$ cat src/rtl/conv_sched.sv
// conv_sched: sequencer for the 3x3 convolution datapath.
// Loads the nine kernel weights once, then walks every valid 3x3 window of
// the pixel map in row-major order. Each window is fetched, fired into the
// datapath, and its result is handed out under a valid/ready handshake.
// After the last window the dense phase runs, followed by a done pulse.
module conv_sched #(
  parameter int SIZE      = 23,
  parameter int IMG_W     = 8,
  parameter int IMG_H     = 8,
  parameter int ADDR_W    = 6,
  parameter int CONV_LAT  = 2,
  parameter int DENSE_CYC = 4
) (
  input  logic                clk,
  input  logic                rst_n,
  input  logic                start,
  input  logic                abort,
  output logic                pix_rd,
  output logic [ADDR_W-1:0]   pix_addr,
  input  logic [SIZE-1:0]     pix_data,
  output logic                wt_rd,
  output logic [3:0]          wt_addr,
  input  logic [SIZE-1:0]     wt_data,
  output logic [9*SIZE-1:0]   win_flat,
  output logic [9*SIZE-1:0]   kern_flat,
  output logic                conv_en,
  output logic                dense_en,
  input  logic [2*SIZE-2:0]   conv_y,
  output logic                out_valid,
  input  logic                out_ready,
  output logic [ADDR_W-1:0]   out_addr,
  output logic [2*SIZE-2:0]   out_data,
  output logic                busy,
  output logic                done
);

  localparam int OUT_W = 2*SIZE-1;
  // The phase counter must reach 9 (read phases) and the WAIT/DENSE lengths.
  localparam int CNT_W = $clog2(10 + CONV_LAT + DENSE_CYC + 1);

  localparam logic [CNT_W-1:0] CNT_RD_END     = CNT_W'(9);
  localparam logic [CNT_W-1:0] CNT_WAIT_LAST  = CNT_W'(CONV_LAT - 1);
  localparam logic [CNT_W-1:0] CNT_DENSE_LAST = CNT_W'(DENSE_CYC - 1);

  typedef enum logic [2:0] {
    S_IDLE   = 3'd0,
    S_LOAD_K = 3'd1,
    S_FETCH  = 3'd2,
    S_FIRE   = 3'd3,
    S_WAIT   = 3'd4,
    S_WRITE  = 3'd5,
    S_DENSE  = 3'd6,
    S_DONE   = 3'd7
  } state_e;

  state_e              state_q, state_d;
  logic [CNT_W-1:0]    cnt_q, cnt_d;
  logic [ADDR_W-1:0]   r_q, r_d;
  logic [ADDR_W-1:0]   c_q, c_d;
  logic                out_valid_q, out_valid_d;
  logic [ADDR_W-1:0]   out_addr_q, out_addr_d;
  logic [OUT_W-1:0]    out_data_q, out_data_d;

  logic [SIZE-1:0]     kern_q [9];
  logic [SIZE-1:0]     win_q  [9];
  logic                kern_we, win_we;
  logic [3:0]          slot_idx;

  logic                rd_phase;
  logic [1:0]          j_row, j_col;
  logic [ADDR_W-1:0]   pix_addr_c;

  // Read phases are counter values 0..8; the capture for slot k lands one
  // cycle later, when the counter reads k+1.
  assign rd_phase = (cnt_q < CNT_RD_END);
  assign slot_idx = 4'(cnt_q - CNT_W'(1));

  // Split the fetch index into its row/column offset inside the window.
  always_comb begin
    j_row = 2'd0;
    j_col = 2'(cnt_q);
    if (cnt_q >= CNT_W'(6)) begin
      j_row = 2'd2;
      j_col = 2'(cnt_q - CNT_W'(6));
    end else if (cnt_q >= CNT_W'(3)) begin
      j_row = 2'd1;
      j_col = 2'(cnt_q - CNT_W'(3));
    end
  end

  assign pix_addr_c = ADDR_W'((int'(r_q) + int'(j_row)) * IMG_W
                              + int'(c_q) + int'(j_col));

  // Next-state logic: phase sequencing, window stepping and result capture.
  always_comb begin
    // NOTE: every signal gets a default before the case so no path leaves it
    // unassigned; otherwise synthesis would infer a latch to hold its value.
    state_d     = state_q;
    cnt_d       = cnt_q;
    r_d         = r_q;
    c_d         = c_q;
    out_valid_d = out_valid_q;
    out_addr_d  = out_addr_q;
    out_data_d  = out_data_q;
    kern_we     = 1'b0;
    win_we      = 1'b0;

    unique case (state_q)
      S_IDLE: begin
        r_d   = '0;
        c_d   = '0;
        cnt_d = '0;
        if (start) state_d = S_LOAD_K;
      end

      S_LOAD_K: begin
        kern_we = (cnt_q != '0);
        if (cnt_q == CNT_RD_END) begin
          cnt_d   = '0;
          state_d = S_FETCH;
        end else begin
          cnt_d = cnt_q + CNT_W'(1);
        end
      end

      S_FETCH: begin
        win_we = (cnt_q != '0);
        if (cnt_q == CNT_RD_END) begin
          cnt_d   = '0;
          state_d = S_FIRE;
        end else begin
          cnt_d = cnt_q + CNT_W'(1);
        end
      end

      S_FIRE: begin
        cnt_d   = '0;
        state_d = S_WAIT;
      end

      S_WAIT: begin
        if (cnt_q == CNT_WAIT_LAST) begin
          out_valid_d = 1'b1;
          out_data_d  = conv_y;
          out_addr_d  = ADDR_W'(int'(r_q) * (IMG_W - 2) + int'(c_q));
          cnt_d       = '0;
          state_d     = S_WRITE;
        end else begin
          cnt_d = cnt_q + CNT_W'(1);
        end
      end

      S_WRITE: begin
        if (out_valid_q && out_ready) begin
          out_valid_d = 1'b0;
          if (int'(c_q) < IMG_W - 3) begin
            c_d     = c_q + ADDR_W'(1);
            state_d = S_FETCH;
          end else if (int'(r_q) < IMG_H - 3) begin
            c_d     = '0;
            r_d     = r_q + ADDR_W'(1);
            state_d = S_FETCH;
          end else begin
            state_d = S_DENSE;
          end
        end
      end

      S_DENSE: begin
        if (cnt_q == CNT_DENSE_LAST) begin
          cnt_d   = '0;
          state_d = S_DONE;
        end else begin
          cnt_d = cnt_q + CNT_W'(1);
        end
      end

      S_DONE: begin
        state_d = S_IDLE;
      end

      default: state_d = S_IDLE;
    endcase

    // Abort overrides every transition; it also covers start+abort in IDLE.
    if (abort) begin
      state_d     = S_IDLE;
      cnt_d       = '0;
      out_valid_d = 1'b0;
      kern_we     = 1'b0;
      win_we      = 1'b0;
    end
  end

  // Control and result registers.
  always_ff @(posedge clk or negedge rst_n) begin
    // NOTE: state uses non-blocking assignments so every register samples the
    // pre-edge values, independent of statement order.
    if (!rst_n) begin
      state_q     <= S_IDLE;
      cnt_q       <= '0;
      r_q         <= '0;
      c_q         <= '0;
      out_valid_q <= 1'b0;
      out_addr_q  <= '0;
      out_data_q  <= '0;
    end else begin
      state_q     <= state_d;
      cnt_q       <= cnt_d;
      r_q         <= r_d;
      c_q         <= c_d;
      out_valid_q <= out_valid_d;
      out_addr_q  <= out_addr_d;
      out_data_q  <= out_data_d;
    end
  end

  // Kernel and window slot registers, written one slot per cycle.
  always_ff @(posedge clk or negedge rst_n) begin
    // NOTE: these slot arrays are cleared on reset because they drive the
    // datapath ports directly and must read as zero after reset; a plain
    // storage RAM would normally be left unreset.
    if (!rst_n) begin
      for (int j = 0; j < 9; j++) begin
        kern_q[j] <= '0;
        win_q[j]  <= '0;
      end
    end else begin
      if (kern_we) kern_q[slot_idx] <= wt_data;
      if (win_we)  win_q[slot_idx]  <= pix_data;
    end
  end

  for (genvar g = 0; g < 9; g++) begin : g_flat
    assign win_flat[g*SIZE +: SIZE]  = win_q[g];
    assign kern_flat[g*SIZE +: SIZE] = kern_q[g];
  end

  assign wt_rd     = (state_q == S_LOAD_K) && rd_phase;
  assign wt_addr   = wt_rd ? 4'(cnt_q) : 4'd0;
  assign pix_rd    = (state_q == S_FETCH) && rd_phase;
  assign pix_addr  = pix_rd ? pix_addr_c : '0;
  assign conv_en   = (state_q == S_FIRE);
  assign dense_en  = (state_q == S_DENSE);
  assign done      = (state_q == S_DONE);
  assign busy      = (state_q != S_IDLE);
  assign out_valid = out_valid_q;
  assign out_addr  = out_addr_q;
  assign out_data  = out_data_q;

endmodule

$ cat config.mk
export PLATFORM = sky130hd
export DESIGN_NAME = conv_sched
export DESIGN_NICKNAME = d
export VERILOG_FILES = /design/src/rtl/conv_sched.sv
export SDC_FILE = /design/constraint.sdc
export NUM_CORES = 1
export LEC_CHECK = 0
export CAP_MARGIN = 10
export CORE_ASPECT_RATIO = 2
export CORE_MARGIN = 1.5
export CORE_UTILIZATION = 35
export CTS_CLUSTER_DIAMETER = 200
export DETAILED_ROUTE_END_ITERATION = 10
export MAX_ROUTING_LAYER = met4
export SYNTH_ARGS = -nofsm -noshare
export SYNTH_HDL_FRONTEND = slang
export SYNTH_SLANG_ARGS = --single-unit
$ cat constraint.sdc
create_clock -name clk -period 4.9 [get_ports clk]
set_input_delay 0.98 -clock clk [delete_from_list [all_inputs] [get_ports clk]]
set_output_delay 0.98 -clock clk [all_outputs]
set_load 0.01 [all_outputs]
Word-level counts from Yosys, hierarchy flattened
Cells that the tools add are included.
Word-level totals
  register bits: 486
  input bits: 96
Cells by class
  add/sub/neg operators: 10
  multipliers: 1
  order comparisons: 7
  equal/unequal tests: 20
  multiplexer cells: 41
  bitwise gates (word level): 1
  reduce and logical (&&, ||, !) cells: 17
Operators by type and width (number)
  207-bit bitwise mux: 2
  23-bit demux with 4-bit select: 1
  6-bit two-way mux: 7
  3-bit two-way mux: 9
  3-bit case mux with 8 select lines: 1
  6-bit case mux with 2 select lines: 2
  23-bit two-way mux: 1
  5-bit two-way mux: 4
  5-bit case mux with 4 select lines: 1
  3-bit != test (second input constant): 6
  6-bit by 1-bit adder with 6-bit output (second input constant): 2
  6-bit adder: 2
  3-bit equality test (second input constant): 4
  6-bit by 3-bit less-than comparator with 1-bit output (second input constant): 2
  5-bit nonzero test: 2
  1-bit two-way mux: 8
  6-bit by 2-bit adder with 6-bit output: 1
  3-bit by 2-bit equality test with 1-bit output (second input constant): 2
  6-bit by 2-bit multiplier with 5-bit output (second input constant): 1
  2-bit two-way mux: 3
  2-bit != test (second input constant): 3
  3-bit AND reduction: 2
  6-bit AND reduction: 1
  3-bit nonzero test: 2
  other kinds (23): 28

Depth between registers and ports, before layout
  depth in word-level cells: 7
  mapped depth: 15

Worst setup path after synthesis
Ideal clock, no wire load.
  kind: flip-flop to output port
  start: reg cnt_q[0]
  end: out pix_addr[5]
  arrival time: 2.716 ns
  data required time: 3.920 ns
  setup slack: 1.204 ns
  stages on the path, launching flop included: 16
  cell sequence: dfrtp_1 -> buf_2 -> inv_1 -> ha_1 -> o21ai_0 -> nand2_1 -> a21oi_1 -> ha_1 -> inv_1 -> fa_1 -> inv_1 -> ha_1 -> a21oi_1 -> o21ai_0 -> xnor2_1 -> nor2_1
Between the ends
  longest elaborated chain between the ends: 7
  elaborated cells between the ends (all ways): 14
  those cells by class: add/sub (5); order compare (3); mux (5); reduce/logical (1)
Ends and longest elaborated chain
  start: declaration: line 57  | logic [CNT_W-1:0] cnt_q, cnt_d;
  start signal: assignment: line 209  | cnt_q <= cnt_d;
  5-bit by 2-bit greater-or-equal comparator with 1-bit output: line 85  | end else if (cnt_q >= CNT_W'(3)) begin
  1-bit two-way mux: line 85
  2-bit two-way mux: line 82  | if (cnt_q >= CNT_W'(6)) begin
  3-bit by 2-bit adder with 3-bit output: line 91  | assign pix_addr_c = ADDR_W'((int'(r_q) + int'(j_row)) * IMG_W
  6-bit adder: line 92  | + int'(c_q) + int'(j_col));
  6-bit by 2-bit adder with 6-bit output: line 92
  6-bit two-way mux (*): line 242  | assign pix_addr = pix_rd ? pix_addr_c : '0;
  end: declaration: line 19  | output logic [ADDR_W-1:0] pix_addr,
Mark *: on every way between the ends. The rest lies on a longest branch, timed or not.

Final worst setup path
  start: reg cnt_q[1]
  end: out pix_addr[4]
Same word-level chain as after synthesis.

==> results.ini <==
[run_status]
status = finished clean

[grt]
grt_max_degree = 96
grt_pass1_vias = 13300
grt_overflow_total = 0
grt_use_total = 0.213
antenna_found_initial = 2
grt_pass1_wl_mm = 88.1

[cells_and_area]
post-route-cell-area_um2 = 27600
final_cells = 2607
syn_to_final_growth_pct = 41.4
final_core_util = 0.499
drive_gt1_frac = 0.301
num-nets-final = 1950

[min_path]
hold_path_class = input port to asynchronous set/reset pin

[synthesis]
synth_top_flop_cell = dfrtp_1
netlist_area_um2 = 19500
synth_top_family_by_area = multiplexers
synth-simple-area-share = 0.0304
synth-compound-area-share = 0.0210
seq_area_frac_synth = 0.624
synth_cells = 1246
ys_async_sr_fraction = 1.00
synthMuxAreaShare = 0.273
synthAdderAreaFrac = 0.0182
postSynthAreaPerCell_um2 = 15.6
synth_xor_area_frac = 0.00629
synth_edf_count = 0
ys_seq_elements = 486
synth_cell_type_count = 59
syn_nets = 1368
synth_warnings = 0

[die]
fp.dieW_um = 170
core-area_um2 = 55300
start_util = 0.353
io_pins = 578
rows = 122
die-area_um2 = 57200
die_y_um = 337

[clocking]
cts_root_buf = clkbuf_16
cts_tree = yes
cts_buffers = 45
cts.sinks = 486
cts_max_level = 2
clkSlewWorstSetupHoldPaths_ns = 0.07
clock_path_buffers = 3
worstSkewPairLatency_ns = 0.56

[worst_setup_path]
worstPathArrival_ns = 3.73
crit_path_max_incr_delay_ns = 0.58
worst_ep_required_time_ns = 3.92
critPathLaunchType = flip-flop
crit_path_end_kind = output port
slowest_stage = clkdlybuf4s50_1
rrSetupSlack_ns = 2.00
cp_max_fo = 12
r2r.worst_path.cells = 6
path_cells = ha_1 -> o21ai_0 -> nand2_1 -> a21oi_1 -> ha_1 -> inv_1 -> fa_1 -> inv_1 -> ha_1 -> xor2_1 -> nor2_1 -> clkdlybuf4s50_1
r2r-end = win_flat[2]$_DFFE_PN0P_
crit_type = flip-flop to output port
cp_common_cell = ha_1
r2r-start = cnt_q[1]$_DFFE_PN0P_

[sta]
hold_viol = 0
timing.setup.tns_ns = 0
finalMaxSlewViolations = 0
grt_setup_unrepaired = no
finalSetupViolCount = 0
tightest_slew_ns = 1.14
period_needed_ns = 4.71
max_freq_mhz = 213
final.setup.worst_slack_ns = 0.195
skew_ns = 0.0166
fin_crit_sh = 0.960
relSlewSlack = 0.220

[power_and_ir_drop]
power_density_nw_per_um2 = 304
peakVddDrop_v = 0.000296
p_leak_uw = 0.0130

[drt]
routed_via_density = 4.85
wl_per_cell_um = 22.8
drc = 0
ant_nets = 0
first_pass_iters = 4
routed_wl_mm = 59.5
drt_iter0_drc = 472
via_count = 12700

[flow_run]
drv_cap = 0

[placement]
dp.cells = 2525
numPortBuffers = 577
globalplace.congestion = 0.791
place_area_um2 = 26000
dp_slack_ns = 0.539
post-dp-hpwl_mm = 42.6

final cells by class:
| class | instances | area, um2 |
|---|---|---|
| diodes | 2 | 5.00 |
| clock buffers | 65 | 1330 |
| fillers | 4918 | 27700 |
| clock inverters | 15 | 214 |
| well taps | 744 | 931 |
| flip-flops and latches | 486 | 12200 |
| repair buffers | 606 | 6030 |
| multi-input cells | 672 | 6820 |
| inverters | 17 | 63.8 |
sequential cells by signal (all words and copies together), names as in the netlist:
name,flops
r_q,6
out_valid,1
c_q,6
cnt_q,5
out_addr,6
state_q,3
win_flat,207
kern_flat,207
out_data,45
worst max path at each step:
stage / start / cells past startpoint / to / slack [ns]
2_1_floorplan: cnt_q[0]$_DFFE_PN0P_ / 15 / pix_addr[5] / 1.20
3_3_place_gp: cnt_q[1]$_DFFE_PN0P_ / 14 / pix_addr[5] / 0.58
3_5_place_dp: cnt_q[1]$_DFFE_PN0P_ / 14 / pix_addr[5] / 0.54
4_1_cts: cnt_q[1]$_DFFE_PN0P_ / 12 / pix_addr[4] / 0.18
5_1_grt: cnt_q[1]$_DFFE_PN0P_ / 12 / pix_addr[4] / 0.0007
6_report: cnt_q[1]$_DFFE_PN0P_ / 12 / pix_addr[4] / 0.19
power by group:
| part | switching (uW) | internal, uW | total (uW) |
|---|---|---|---|
| registers | 42.7 | 4090 | 4130 |
| logic | 269 | 272 | 541 |
| clock network | 1540 | 2160 | 3700 |
cells in the mapped netlist, drive strengths merged, types with 2 or more instances:
cell     instances  share of area
and2             6         0.0019
fa               4         0.0041
o31ai            7         0.0030
nand2           22         0.0042
o2bb2ai          2        0.00090
nand2b           4         0.0013
o21ai            9         0.0023
buf             62          0.022
a31oi            3        0.00096
dfrtp          486           0.62
a21o             7         0.0027
o22ai            3        0.00096
nor2b            2        0.00064
or3              4         0.0015
a211oi           2        0.00077
nand3            7         0.0018
or2              3        0.00096
o211ai           2        0.00077
a2111oi          2         0.0012
mux2           462           0.27
clkbuf           9         0.0018
nor3             6         0.0021
inv             17         0.0033
a21oi            9         0.0023
a22o             2        0.00090
o21a             2        0.00077
nor2            31         0.0062
xnor2            7         0.0031
ha              22          0.014
xor2             7         0.0031
and3            18         0.0058
metal layers:
layer  track usage  share of wire
met1         0.223           0.36
met5             -              0
met4        0.0817          0.035
met2         0.379           0.53
met3        0.0542          0.075
stage by stage:
step | hold WS [ns] | power, uW
2_1_floorplan | 0.462 | 4330
3_3_place_gp | 0.468 | 4750
3_5_place_dp | 0.474 | 4750
4_1_cts | 0.467 | 8510
5_1_grt | 0.492 | 8690
6_report | 0.446 | 8370
placed cells by master, fill, tap and decap left out, types with 5 or more instances in the layout:
cell,count
clkdlybuf4s50_1,575
inv_1,17
nand2_1,22
dfrtp_1,485
and2_1,6
mux2_2,415
bufinv_16,5
nand3_1,7
mux2_1,16
mux2_4,31
nor2_1,29
o21ai_0,8
a21oi_1,9
clkbuf_16,47
clkbuf_8,9
and3_1,16
xnor2_1,7
xor2_1,7
buf_4,26
o31ai_1,6
clkbuf_1,9
ha_1,22
clkinv_2,6
a21o_1,7
critical path, delay by kind of cell (launching register included):
family                   cells  cell delay, ns
adder cells (fa/ha/maj)      4            1.22
AND/OR/NAND/NOR              2            0.24
XOR/XNOR                     1            0.17
buffers and inverters        3            0.67
AO/OA/AOI/OAI                2            0.38
flip-flops                   1            0.49
repair_timing:
action / in CTS / in global routing
buffers inserted: 0 / 0
endpoints found under the hold margin: 0 / 0
setup endpoints to repair: 1 / 0
resized for setup: 2 / 0
hold buffers: 0 / 0
cells by family after synthesis:
group | Yosys count
DFF | 486
muxes | 463
and+or+nand+nor | 111
buffers and inverters | 88
AOI/OAI and AO/OA | 58
adders and majority gates | 26
xor gates and xnor gates | 14
No activity file was read; power rests on OpenSTA's default activity.
